[src/rtl/seq_detect_param.sv]
// Parametrised Mealy sequence detector with KMP mismatch recovery, overlap mode and saturating
// match counter. Define SEQ_DET_REGOUT_EN to register `out` (one-cycle pulse after the match).
module seq_detect_param #(
    parameter int unsigned      PAT_W   = 4,
    parameter logic [PAT_W-1:0] PATTERN = 4'b1010,
    parameter int unsigned      CNT_W   = 8
) (
    input  logic                     clk,
    input  logic                     reset,
    input  logic                     in_valid,
    input  logic                     in,
    input  logic                     overlap,
    input  logic                     clr,
    output logic                     out,
    output logic [CNT_W-1:0]         match_cnt,
    output logic [$clog2(PAT_W)-1:0] state
);
    localparam int unsigned SW = $clog2(PAT_W);
    typedef logic [SW-1:0] k_t;

    // Bit i of the pattern in arrival order (i = 0 is the first bit expected).
    function automatic logic pbit(input int i);
        return PATTERN[PAT_W-1-i];
    endfunction

    // Failure-transition table indexed by {k, b}: longest pattern prefix that is a suffix of
    // (prefix of length k followed by b), capped at PAT_W-1.
    function automatic logic [2*PAT_W*SW-1:0] build_next();
        logic [2*PAT_W*SW-1:0] tbl;
        tbl = '0;
        for (int k = 0; k < PAT_W; k++) begin
            for (int b = 0; b < 2; b++) begin
                int best;
                best = 0;
                for (int l = 1; l < PAT_W; l++) begin
                    if (l <= k + 1) begin
                        logic ok;
                        ok = 1'b1;
                        for (int i = 0; i < l; i++) begin
                            int   j;
                            logic sb;
                            j  = k + 1 - l + i;
                            sb = (j < k) ? pbit(j) : b[0];
                            if (sb != pbit(i)) ok = 1'b0;
                        end
                        if (ok) best = l;
                    end
                end
                tbl[(2*k+b)*SW +: SW] = best[SW-1:0];
            end
        end
        return tbl;
    endfunction

    // Longest proper prefix of the pattern that is also a suffix of it.
    function automatic int build_border();
        int best;
        best = 0;
        for (int l = 1; l < PAT_W; l++) begin
            logic ok;
            ok = 1'b1;
            for (int i = 0; i < l; i++) begin
                if (pbit(i) != pbit(PAT_W - l + i)) ok = 1'b0;
            end
            if (ok) best = l;
        end
        return best;
    endfunction

    localparam logic [2*PAT_W*SW-1:0] NEXT_TBL = build_next();
    localparam int                    BORDER_I = build_border();
    localparam k_t                    K_BORDER = k_t'(BORDER_I);
    localparam k_t                    K_LAST   = k_t'(PAT_W - 1);
    localparam logic [CNT_W-1:0]      CNT_MAX  = '1;

    k_t               k_q, k_d;
    logic [CNT_W-1:0] cnt_q, cnt_d;
    logic             hit;

    always_ff @(posedge clk or posedge reset) begin
        if (reset) begin
            k_q   <= '0;
            cnt_q <= '0;
        end else begin
            k_q   <= k_d;
            cnt_q <= cnt_d;
        end
    end

    always_comb begin
        hit   = in_valid & ~clr & (k_q == K_LAST) & (in == PATTERN[0]);
        k_d   = k_q;
        cnt_d = cnt_q;
        if (clr) begin
            k_d   = '0;
            cnt_d = '0;
        end else if (hit) begin
            k_d = overlap ? K_BORDER : '0;
            if (cnt_q != CNT_MAX) cnt_d = cnt_q + CNT_W'(1);
        end else if (in_valid) begin
            k_d = NEXT_TBL[int'({k_q, in}) * SW +: SW];
        end
    end

`ifdef SEQ_DET_REGOUT_EN
    logic out_q;

    always_ff @(posedge clk or posedge reset) begin
        if (reset) out_q <= 1'b0;
        else       out_q <= hit;
    end

    always_comb begin
        out = out_q;
    end
`else
    always_comb begin
        out = hit & ~reset;
    end
`endif

    assign state     = k_q;
    assign match_cnt = cnt_q;

endmodule

[config.mk]
export PLATFORM = sky130hd
export DESIGN_NAME = seq_detect_param
export DESIGN_NICKNAME = d
export VERILOG_FILES = /design/src/rtl/seq_detect_param.sv
export SDC_FILE = /design/constraint.sdc
export NUM_CORES = 1
export LEC_CHECK = 0
export BUFFER_PORTS_ARGS = -buffer_cell sky130_fd_sc_hd__buf_2
export CAP_MARGIN = 10
export CORE_MARGIN = 5
export CORE_UTILIZATION = 44
export DETAILED_ROUTE_END_ITERATION = 16
export PLACE_DENSITY = 0.72
export SKIP_LAST_GASP = 1
export SLEW_MARGIN = 20
export SYNTH_ARGS = -nofsm -noshare
export SYNTH_HDL_FRONTEND = slang
export SYNTH_SLANG_ARGS = --single-unit
[constraint.sdc]
create_clock -name clk -period 1.5 [get_ports clk]
set_input_delay 0.225 -clock clk [delete_from_list [all_inputs] [get_ports clk]]
set_output_delay 0.225 -clock clk [all_outputs]
set_load 0.01 [all_outputs]
==> metrics.yaml, run 1 <==
finish:
  drive_gt1_frac: 0.430
  antennaDiodeCount: 0
  area_delta_synth_final_pct: 40.0
  stdcell_area_um2: 837
  fin_nets: 103
global_route:
  antenna_found_initial: 0
  grt_usage: 0.146
  grt_max_degree: 11
  grt_pass1_wl_mm: 2.29
  grt_pass1_vias: 517
  gr-total-overflow: 0
worst_setup_path:
  cp-start-kind: "flip-flop"
  r2r-start: "match_cnt[0]"
  critPathKind: "reg2reg"
  worstPathArrival_ns: 1.66
  path_max_fanout: 4
  end_kind: "flip-flop"
  worstPathRequired_ns: 1.69
  crit_start: "match_cnt[0]"
clocking:
  cts-root-buf: "clkbuf_4"
  cts_tree: "built"
  clock_latency_ns: 0.26
  cts_buffers: 3
  ctsHtreeMaxLevel: 1
  clk_pin_slew_ns: 0.06
  clock-sinks: 10
  clockBufferDepth: 2
sta:
  fmax_ghz: 0.682
  finalCriticalPeriod_ns: 1.47
  setup_tns_ns: 0
  setup_viol: 0
  fin_hold_ws_ns: 0.243
  tightestPinTransition_ns: 0.383
  hold_violations: 0
  rsz0062_at_grt: "true"
  finalCritPeriodShare: 0.978
  slew_headroom: 0.744
  finClkSkew_ns: 0.00297
  drv_slew: 0
job:
  drv_cap: 0
worst_hold_path:
  hp-start: "overlap"
  hold_class: "in2reg"
synthesis:
  synth_area_um2: 598
  synth_mux_area_frac: 0.0523
  syn-instance-count: 62
  yosys.cell_types.count: 30
  synth_compound_area_frac: 0.144
  ys_warn_count: 0
  synth-seq-area-share: 0.418
  synth_top_family_by_area: "simple AND/OR/NAND/NOR gates"
  yosys.area_share.adder: 0.0418
  async_flop_share: 1.00
  synth_edf_count: 0
  ys.flop_type: "dfrtp_1"
  synth-xor-area-share: 0.0146
  synth_nets: 70
  ys_ff_latch: 10
  avgSynthCellArea_um2: 9.65
  synthSimpleGateAreaFrac: 0.303
place:
  hpwl_mm: 1.05
  placed_cell_area_um2: 736
  port_buffers: 16
  gp_congestion: 0.737
route:
  drt_iter0_drc: 19
  wirelength_mm: 1.47
  vias: 585
  dr.pass1.iters: 4
  viasPerCell: 5.42
  ant_nets: 0
  wire_per_inst_um: 13.6
  drc: 0
floorplan:
  die_h_um: 46.9
  die_area_um2: 2200
  start_util: 0.460
  core_um2: 1300
  rows: 13
  die_w_um: 46.9
  io-pin-count: 17
pwr:
  vdd_drop_max_v: 0.000527
  p_leak_nw: 0.465
  pwr_density_cell_nw_per_um2: 588
  power.total_mw: 0.492
status:
  status: "complete, no violations"
## sequential cells by signal, summed over array words and instances (netlist names)
register,count
state,2
match_cnt,8
## cell usage after synthesis (2+ instances only)
master / count / area share
nor2_1: 7 / 0.044
inv_1: 3 / 0.019
dfrtp_1: 10 / 0.42
nand3_1: 4 / 0.033
nor3_1: 2 / 0.017
ha_1: 2 / 0.042
nor2b_1: 2 / 0.021
a21oi_1: 2 / 0.017
nand4_1: 2 / 0.021
o21ai_0: 5 / 0.042
mux2i_1: 2 / 0.033
nand2_1: 3 / 0.019
## stage by stage
step / instances / util / worst slack, ns
2_1_floorplan: 62 / - / 0.00156
3_3_place_gp: 97 / 0.565 / 0.0630
3_5_place_dp: 97 / 0.565 / 0.0408
4_1_cts: 104 / 0.608 / 0.0152
5_1_grt: 108 / 0.643 / -0.0150
6_report: 108 / 0.643 / 0.0332
## layer usage
layer,up-vias,wire length (um),GRT usage
li1,294,-,-
met1,275,647,0.194
met2,14,716,0.233
met5,-,0,0
met4,0,9,0.0331
met3,2,98,0.0460
## power by group
group | total, mW | internal, mW | switching, mW
Clock | 0.176 | 0.0923 | 0.0833
Sequential | 0.277 | 0.272 | 0.00503
Combinational | 0.0397 | 0.0180 | 0.0217
Total | 0.492 | 0.382 | 0.110
## cell usage in the layout, fill, tap and decap left out, drive strengths merged
cell | netlist | final
a21boi | 1 | 1
a21o | 1 | 1
a21oi | 2 | 2
a31oi | 1 | 1
and3 | 1 | 1
and4 | 1 | 1
and4b | 1 | 1
and4bb | 1 | 1
buf | 0 | 28
clkbuf | 1 | 3
dfrtp | 10 | 10
dlygate4sd3 | 0 | 1
ha | 2 | 2
inv | 3 | 3
mux2 | 1 | 1
mux2i | 2 | 2
nand2 | 4 | 4
nand2b | 1 | 1
nand3 | 4 | 4
nand3b | 1 | 1
nand4 | 2 | 2
nor2 | 7 | 7
nor2b | 2 | 2
nor3 | 2 | 2
nor4 | 1 | 1
o2111ai | 1 | 1
o211ai | 1 | 1
o21ai | 5 | 5
o22a | 1 | 1
or3 | 1 | 1
xor2 | 1 | 1
## path summary, 6_finish.rpt
path                                end  slack, ns  cells past startpoint
max                        match_cnt[3]       0.03                      5
min in group asynchronous  match_cnt[2]       0.50                      3
max in group asynchronous  match_cnt[1]       0.73                      3
max reg2reg                match_cnt[3]       0.03                      5
min                            state[1]       0.24                      3
min reg2reg                match_cnt[6]       0.61                      2
## cell families (layout without fill, tap and decap cells)
group	Yosys count	after routing
mux	3	3
simple gates	29	29
flops	10	10
fa+ha+maj	2	2
compound gates	13	13
xor+xnor	1	1
buf+inv	4	35
## what timing repair did
action | 4_1_cts | 5_1_grt
setup buffers | 3 | 4
hold endpoints to repair | 10 | 0
setup endpoints to repair | 1 | 4
hold buffers | 1 | 0
gates resized for setup | 0 | 5
pin swaps | 1 | 2
## worst max-delay path: stages, from the launching register on
cell	delay, ns
dfrtp_1	0.39
ha_2	0.19
nand4_1	0.14
o211ai_2	0.14
or3_4	0.39
a21oi_2	0.13
## layout make-up
type / instances / area [um^2]
Inverter: 3 / 11.3
Tap cell: 15 / 18.8
Clock buffer: 3 / 22.5
Timing Repair Buffer: 29 / 180
Multi-Input combinational cell: 48 / 354
Sequential cell: 10 / 250
Fill cell: 128 / 464
Power figures use the tool's default switching activity.
==> run 2, diff against run 1 <==
Settings changed: BUFFER_PORTS_ARGS -buffer_cell sky130_fd_sc_hd__buf_2 to default, CORE_AREA from default to 5 5 42 44, CORE_MARGIN 5 to default, CORE_UTILIZATION 44 to default, DIE_AREA from default to 0 0 47 49, DONT_BUFFER_PORTS from default to 1, PLACE_DENSITY 0.72 to default.
==> run 2 against run 1 <==
Combinational power decreased by 40%. Via count decreased by 8.7%. First-iteration DRC count decreased by 47%.
==> metrics.yaml, run 2 (same netlist as run 1, synthesis figures left out) <==
status:
  status: "complete, no violations"  # unchanged
worst_setup_path:
  path_delay_family: "simple AND/OR/NAND/NOR gates"  # unchanged
  r2r-start: "match_cnt[0]"  # unchanged
  cp-start-kind: "flip-flop"  # unchanged
  worstPathRequired_ns: 1.70  # was 1.69 ns
  crit_start: "match_cnt[0]"  # unchanged
  critPathKind: "reg2reg"  # unchanged
  path_max_fanout: 4  # unchanged
  cpPeakStageDelay_ns: 0.41  # was 0.39 ns
  end_kind: "flip-flop"  # unchanged
  crit_path_cell_trace: "ha_1 > nand4_1 > o211ai_2 > or3_1 > a21oi_2"  # was ha_2 > nand4_1 > o211ai_2 > or3_4 > a21oi_2
  cp.buffers_inverters: 0  # unchanged
  worstPathArrival_ns: 1.67  # was 1.66 ns
  slowest_stage: "dfrtp_1"  # unchanged
route:
  viasPerCell: 5.56  # was 5.42
  ant_nets: 0  # unchanged
  wirelength_met1_um: 608  # was 647 um
  dr.pass1.iters: 4  # unchanged
  route.met3.wl_um: 103  # was 98 um
  drt_iter0_drc: 10  # was 19
  drc: 0  # unchanged
  vias: 534  # was 585
  wirelength_mm: 1.49  # was 1.47 mm
  route.top_layer_used: "met4"  # unchanged
  wire_per_inst_um: 15.5  # was 13.6 um
  met2WireLength_um: 746  # was 716 um
clocking:
  clk_pin_slew_ns: 0.07  # was 0.06 ns
  ctsHtreeMaxLevel: 1  # unchanged
  cts-root-buf: "clkbuf_4"  # unchanged
  cts_buffers: 3  # unchanged
  holdBufCountCts: 1  # unchanged
  cts_tree: "built"  # unchanged
  clockBufferDepth: 2  # unchanged
  clock_latency_ns: 0.26  # about the same
  clock-sinks: 10  # unchanged
global_route:
  grt_pass1_wl_mm: 2.45  # was 2.29 mm
  grt_max_degree: 12  # was 11
  grt_pass1_vias: 573  # was 517
  grt_usage: 0.145  # was 0.146
  antenna_found_initial: 0  # unchanged
  gr-total-overflow: 0  # unchanged
floorplan:
  io-pin-count: 17  # unchanged
  rows: 14  # was 13
  start_util: 0.427  # was 0.460
  die_w_um: 47  # was 46.9 um
  core_um2: 1400  # was 1300 um^2
  die_h_um: 49  # was 46.9 um
  die_area_um2: 2300  # was 2200 um^2
finish:
  nFillCells: 134  # was 128
  area_delta_synth_final_pct: 29.9  # was 40.0%
  final_cells: 96  # was 108
  final_common_cell: "buf_4"  # was buf_2
  fin_nets: 89  # was 103
  drive_gt1_frac: 0.300  # was 0.430
  largest_reg_flops: 8  # unchanged
  antennaDiodeCount: 0  # unchanged
  postLayoutCoreUtil: 0.554  # was 0.643
  final_cell_mix: "buf_4, dfrtp_1, nor2_1"  # was buf_2, buf_4, dfrtp_1
pwr:
  pwr_density_cell_nw_per_um2: 702  # was 588 nW/um^2
  p_leak_nw: 0.404  # was 0.465 nW
  vdd_drop_max_v: 0.000404  # was 0.000527 V
sta:
  hold_violations: 0  # unchanged
  finalCritPeriodShare: 0.981  # was 0.978
  rsz0062_at_grt: "true"  # unchanged
  fmax_ghz: 0.679  # was 0.682 GHz
  setup_viol: 0  # unchanged
  finalCriticalPeriod_ns: 1.47  # about the same
  slew_headroom: 0.742  # was 0.744
  drv_slew: 0  # unchanged
  tightestPinTransition_ns: 0.387  # was 0.383 ns
  finClkSkew_ns: 0.000322  # was 0.00297 ns
worst_hold_path:
  hold_class: "in2reg"  # unchanged
  hp-start: "clr"  # was overlap
place:
  hpwl_mm: 1.08  # was 1.05 mm
  port_buffers: 0  # was 16
  gp_congestion: 0.835  # was 0.737
  dp_cells: 89  # was 97
job:
  drv_cap: 0  # unchanged
## run 2: cell count changes in the layout (fill, tap and decap cells not counted), sizes merged
cell	delta
buf	-14
clkbuf	+1
## run 2: stage by stage
stage / instance area (um^2) / hold slack (ns) / setup slack (ns) / power, mW / TNS (ns)
after global placement: 709 / 0.119 / 0.108 / 0.304 / 0
final: 777 / 0.00693 / 0.0280 / 0.546 / 0
after floorplan: 603 / 0.0652 / 0.00156 / 0.299 / 0
after CTS: 756 / 0.00973 / 0.0319 / 0.552 / 0
after global routing: 777 / -0.00244 / -0.0778 / 0.571 / -0.287
after detailed placement: 709 / 0.116 / 0.0589 / 0.304 / 0
## run 2: path summary, 6_finish.rpt
| check | endpoint | slack (ns) | cells past startpoint |
|---|---|---|---|
| max in group asynchronous | match_cnt[7] | 0.85 | 2 |
| min in group asynchronous | match_cnt[6] | 0.38 | 2 |
| worst max-delay path | match_cnt[3] | 0.03 | 5 |
| worst max register to register | match_cnt[3] | 0.03 | 5 |
| worst min-delay path | match_cnt[3] | 0.007 | 1 |
| worst min register to register | match_cnt[5] | 0.64 | 1 |
## run 2: where the power goes
part,internal [mW],total (mW),switching [mW]
combinational,0.0112,0.0239,0.0127
sequential,0.272,0.276,0.00455
clock,0.147,0.246,0.0984
## run 2: final cells by class
class / count / area [um^2] / share of cell area
tap: 16 / 20.0 / 0.0258
clock buffer: 4 / 36.3 / 0.0467
multi-input combinational: 48 / 344 / 0.443
inverter: 3 / 11.3 / 0.0145
sequential: 10 / 250 / 0.322
timing repair buffer: 15 / 115 / 0.148
## run 2: worst register-to-register path: cells and delay by family (launching register included)
kind,cells,cell delay (ns)
AO/OA/AOI/OAI,2,0.25
adder cells (fa/ha/maj),1,0.24
flip-flops,1,0.41
AND/OR/NAND/NOR,2,0.50
## run 2: repair_timing
action / 4_1_cts / 5_1_grt
setup endpoints to repair: 0 / 4
hold endpoints to repair: 10 / 2
gates resized for setup: 0 / 2
buffers inserted: 0 / 2
## run 2: per-layer routing
layer  global-route usage  vias to the layer above
li1                     -                      265
met1                0.180                      248
met2                0.224                       17
met3               0.0406                        4
met4               0.0691                        0
met5                    0                        -
==> run 3, diff against run 2 <==
Settings changed: CORE_AREA 5 5 42 44 to default, CORE_MARGIN from default to 5, CORE_UTILIZATION from default to 25, DIE_AREA 0 0 47 49 to default.
==> run 3 against run 2 <==
Clock power shrank 26%. Total power down 11%. Clock skew is essentially flat. Global-route usage is 4.6 points lower. Worst setup slack improved by 0.028 ns. Routed wire length increased by 3.9%. Combinational power grew 21%. Register-to-register slack improved by 0.03 ns.
==> metrics.yaml, run 3 (same netlist as run 1, synthesis figures left out) <==
sta:
  setup_viol: 0  # unchanged
  hold_violations: 0  # unchanged
  slew_headroom: 0.727  # was 0.742
  finClkSkew_ns: 0.000419  # was 0.000322 ns
  drv_slew: 0  # unchanged
  finalCritPeriodShare: 0.963  # was 0.981
  tightestPinTransition_ns: 0.409  # was 0.387 ns
  finalCriticalPeriod_ns: 1.44  # was 1.47 ns
  rsz0062_at_grt: "true"  # unchanged
  fmax_ghz: 0.692  # was 0.679 GHz
clocking:
  clock_latency_ns: 0.26  # about the same
  cts_buffers: 3  # unchanged
  clockBufferDepth: 2  # unchanged
  cts-root-buf: "clkbuf_4"  # unchanged
  clk_pin_slew_ns: 0.06  # was 0.07 ns
  clock-sinks: 10  # unchanged
  ctsHtreeMaxLevel: 1  # unchanged
  cts_tree: "built"  # unchanged
global_route:
  gr-total-overflow: 0  # unchanged
  grt_usage: 0.0991  # was 0.145
  antenna_found_initial: 0  # unchanged
  grt_pass1_wl_mm: 2.56  # was 2.45 mm
  grt_max_degree: 12  # unchanged
  grt_pass1_vias: 522  # was 573
pwr:
  pwr-share-comb: 0.059  # was 0.044
  seq_power_share: 0.567  # was 0.506
  internal_power_mw: 0.377  # was 0.430 mW
  swShare: 0.224  # was 0.212
  power.switching_mw: 0.109  # was 0.116 mW
  pwr-share-clk: 0.374  # was 0.450
  p_leak_nw: 0.392  # was 0.404 nW
  pwr_density_cell_nw_per_um2: 621  # was 702 nW/um^2
  vdd_drop_max_v: 0.000409  # was 0.000404 V
worst_setup_path:
  path_max_fanout: 3  # was 4
  cp-start-kind: "flip-flop"  # unchanged
  reg2reg_to: "match_cnt[3]"  # unchanged
  worstPathArrival_ns: 1.64  # was 1.67 ns
  crit_start: "match_cnt[0]"  # unchanged
  setup.worst_path.end: "match_cnt[3]"  # unchanged
  end_kind: "flip-flop"  # unchanged
  r2r-start: "match_cnt[0]"  # unchanged
  worstPathRequired_ns: 1.70  # about the same
  r2r_setup_slack_ns: 0.06  # was 0.03 ns
  crit_path_cell_trace: "ha_2 > nand4_1 > o211ai_2 > or3_1 > a21oi_2"  # was ha_1 > nand4_1 > o211ai_2 > or3_1 > a21oi_2
  cpPeakStageDelay_ns: 0.40  # was 0.41 ns
  critPathKind: "reg2reg"  # unchanged
  r2r_cells: 5  # unchanged
  slowest_stage: "dfrtp_1"  # unchanged
floorplan:
  die_w_um: 58.9  # was 47 um
  die_area_um2: 3470  # was 2300 um^2
  rows: 17  # was 14
  start_util: 0.265  # was 0.427
  die_h_um: 58.9  # was 49 um
  io-pin-count: 17  # unchanged
  core_um2: 2250  # was 1400 um^2
finish:
  largest_reg_flops: 8  # unchanged
  area_delta_synth_final_pct: 31.0  # was 29.9%
  drive_gt1_frac: 0.291  # was 0.300
  stdcell_area_um2: 783  # was 777 um^2
  final_cell_mix: "buf_4, dfrtp_1, nor2_1"  # unchanged
  antennaDiodeCount: 0  # unchanged
  final_cells: 107  # was 96
  fin_nets: 89  # unchanged
  final_common_cell: "buf_4"  # unchanged
route:
  drt_iter0_drc: 20  # was 10
  dr.pass1.iters: 4  # unchanged
  viasPerCell: 5.06  # was 5.56
  ant_nets: 0  # unchanged
  wire_per_inst_um: 14.4  # was 15.5 um
  vias: 541  # was 534
  drc: 0  # unchanged
  wirelength_mm: 1.54  # was 1.49 mm
place:
  port_buffers: 0  # unchanged
  hpwl_mm: 1.19  # was 1.08 mm
  placed_cell_area_um2: 724  # was 709 um^2
  gp_congestion: 0.742  # was 0.835
  dp_cells: 101  # was 89
worst_hold_path:
  hold_class: "in2reg"  # unchanged
status:
  status: "complete, no violations"  # unchanged
job:
  drv_cap: 0  # unchanged
[run 3: changes by cell type in the layout (fill, tap and decap cells not counted), sizes merged]
| cell | change |
|---|---|
| dlygate4sd3 | +1 |
| buf | -1 |
| clkbuf | -1 |
[run 3: metal layers]
metal,GRT usage,share of wire,vias up
met5,0,0,-
met4,0.0194,0,0
met3,0.0614,0.11,0
met2,0.145,0.46,22
met1,0.124,0.43,255
li1,-,-,264
[run 3: layout make-up]
type | instances | area [um^2]
clock buffer | 3 | 22.5
fill | 254 | 1470
inverter | 3 | 11.3
multi-input combinational | 48 | 347
sequential | 10 | 250
tap | 28 | 35.0
timing repair buffer | 15 | 118
[run 3: worst min path at each step]
stage                        end   from  cells past startpoint  slack, ns
floorplan           match_cnt[0]  reset                      1       0.07
global placement    match_cnt[6]  reset                      1       0.12
detailed placement      state[0]  reset                      1       0.13
CTS                 match_cnt[2]    clr                      1      0.004
global route        match_cnt[2]    clr                      1     0.0009
finish              match_cnt[2]    clr                      1       0.02
[run 3: per-stage QoR]
step | hold slack, ns | worst slack (ns) | TNS, ns | utilization | power (mW)
6_report | 0.0192 | 0.0558 | 0 | 0.347 | 0.487
2_1_floorplan | 0.0652 | 0.00156 | 0 | - | 0.299
3_3_place_gp | 0.123 | 0.107 | 0 | 0.321 | 0.304
4_1_cts | 0.00436 | 0.0160 | 0 | 0.336 | 0.497
5_1_grt | 0.000875 | -0.00855 | -0.0151 | 0.347 | 0.524
3_5_place_dp | 0.128 | 0.0704 | 0 | 0.321 | 0.305
[run 3: power by group through the flow]
| stage | Combinational (mW) | Sequential [mW] | Clock, mW |
|---|---|---|---|
| finish | 0.0288 | 0.276 | 0.182 |
| global route | 0.0331 | 0.276 | 0.215 |
| CTS | 0.0265 | 0.276 | 0.195 |
| detailed placement | 0.0243 | 0.281 | 0 |
| global placement | 0.0239 | 0.281 | 0 |
| floorplan | 0.0165 | 0.282 | 0 |
[run 3: worst max-delay path, delay by kind of cell, from the launching register on]
| family | cells | cell delay (ns) |
|---|---|---|
| flops | 1 | 0.40 |
| fa+ha+maj | 1 | 0.20 |
| simple gates | 2 | 0.53 |
| compound gates | 2 | 0.25 |
[run 3: repair_timing]
action | CTS | global route
buffers inserted | 0 | 1
setup endpoints to repair | 0 | 2
hold endpoints to repair | 10 | 2
hold buffers | 1 | 1
gates resized for setup | 0 | 3
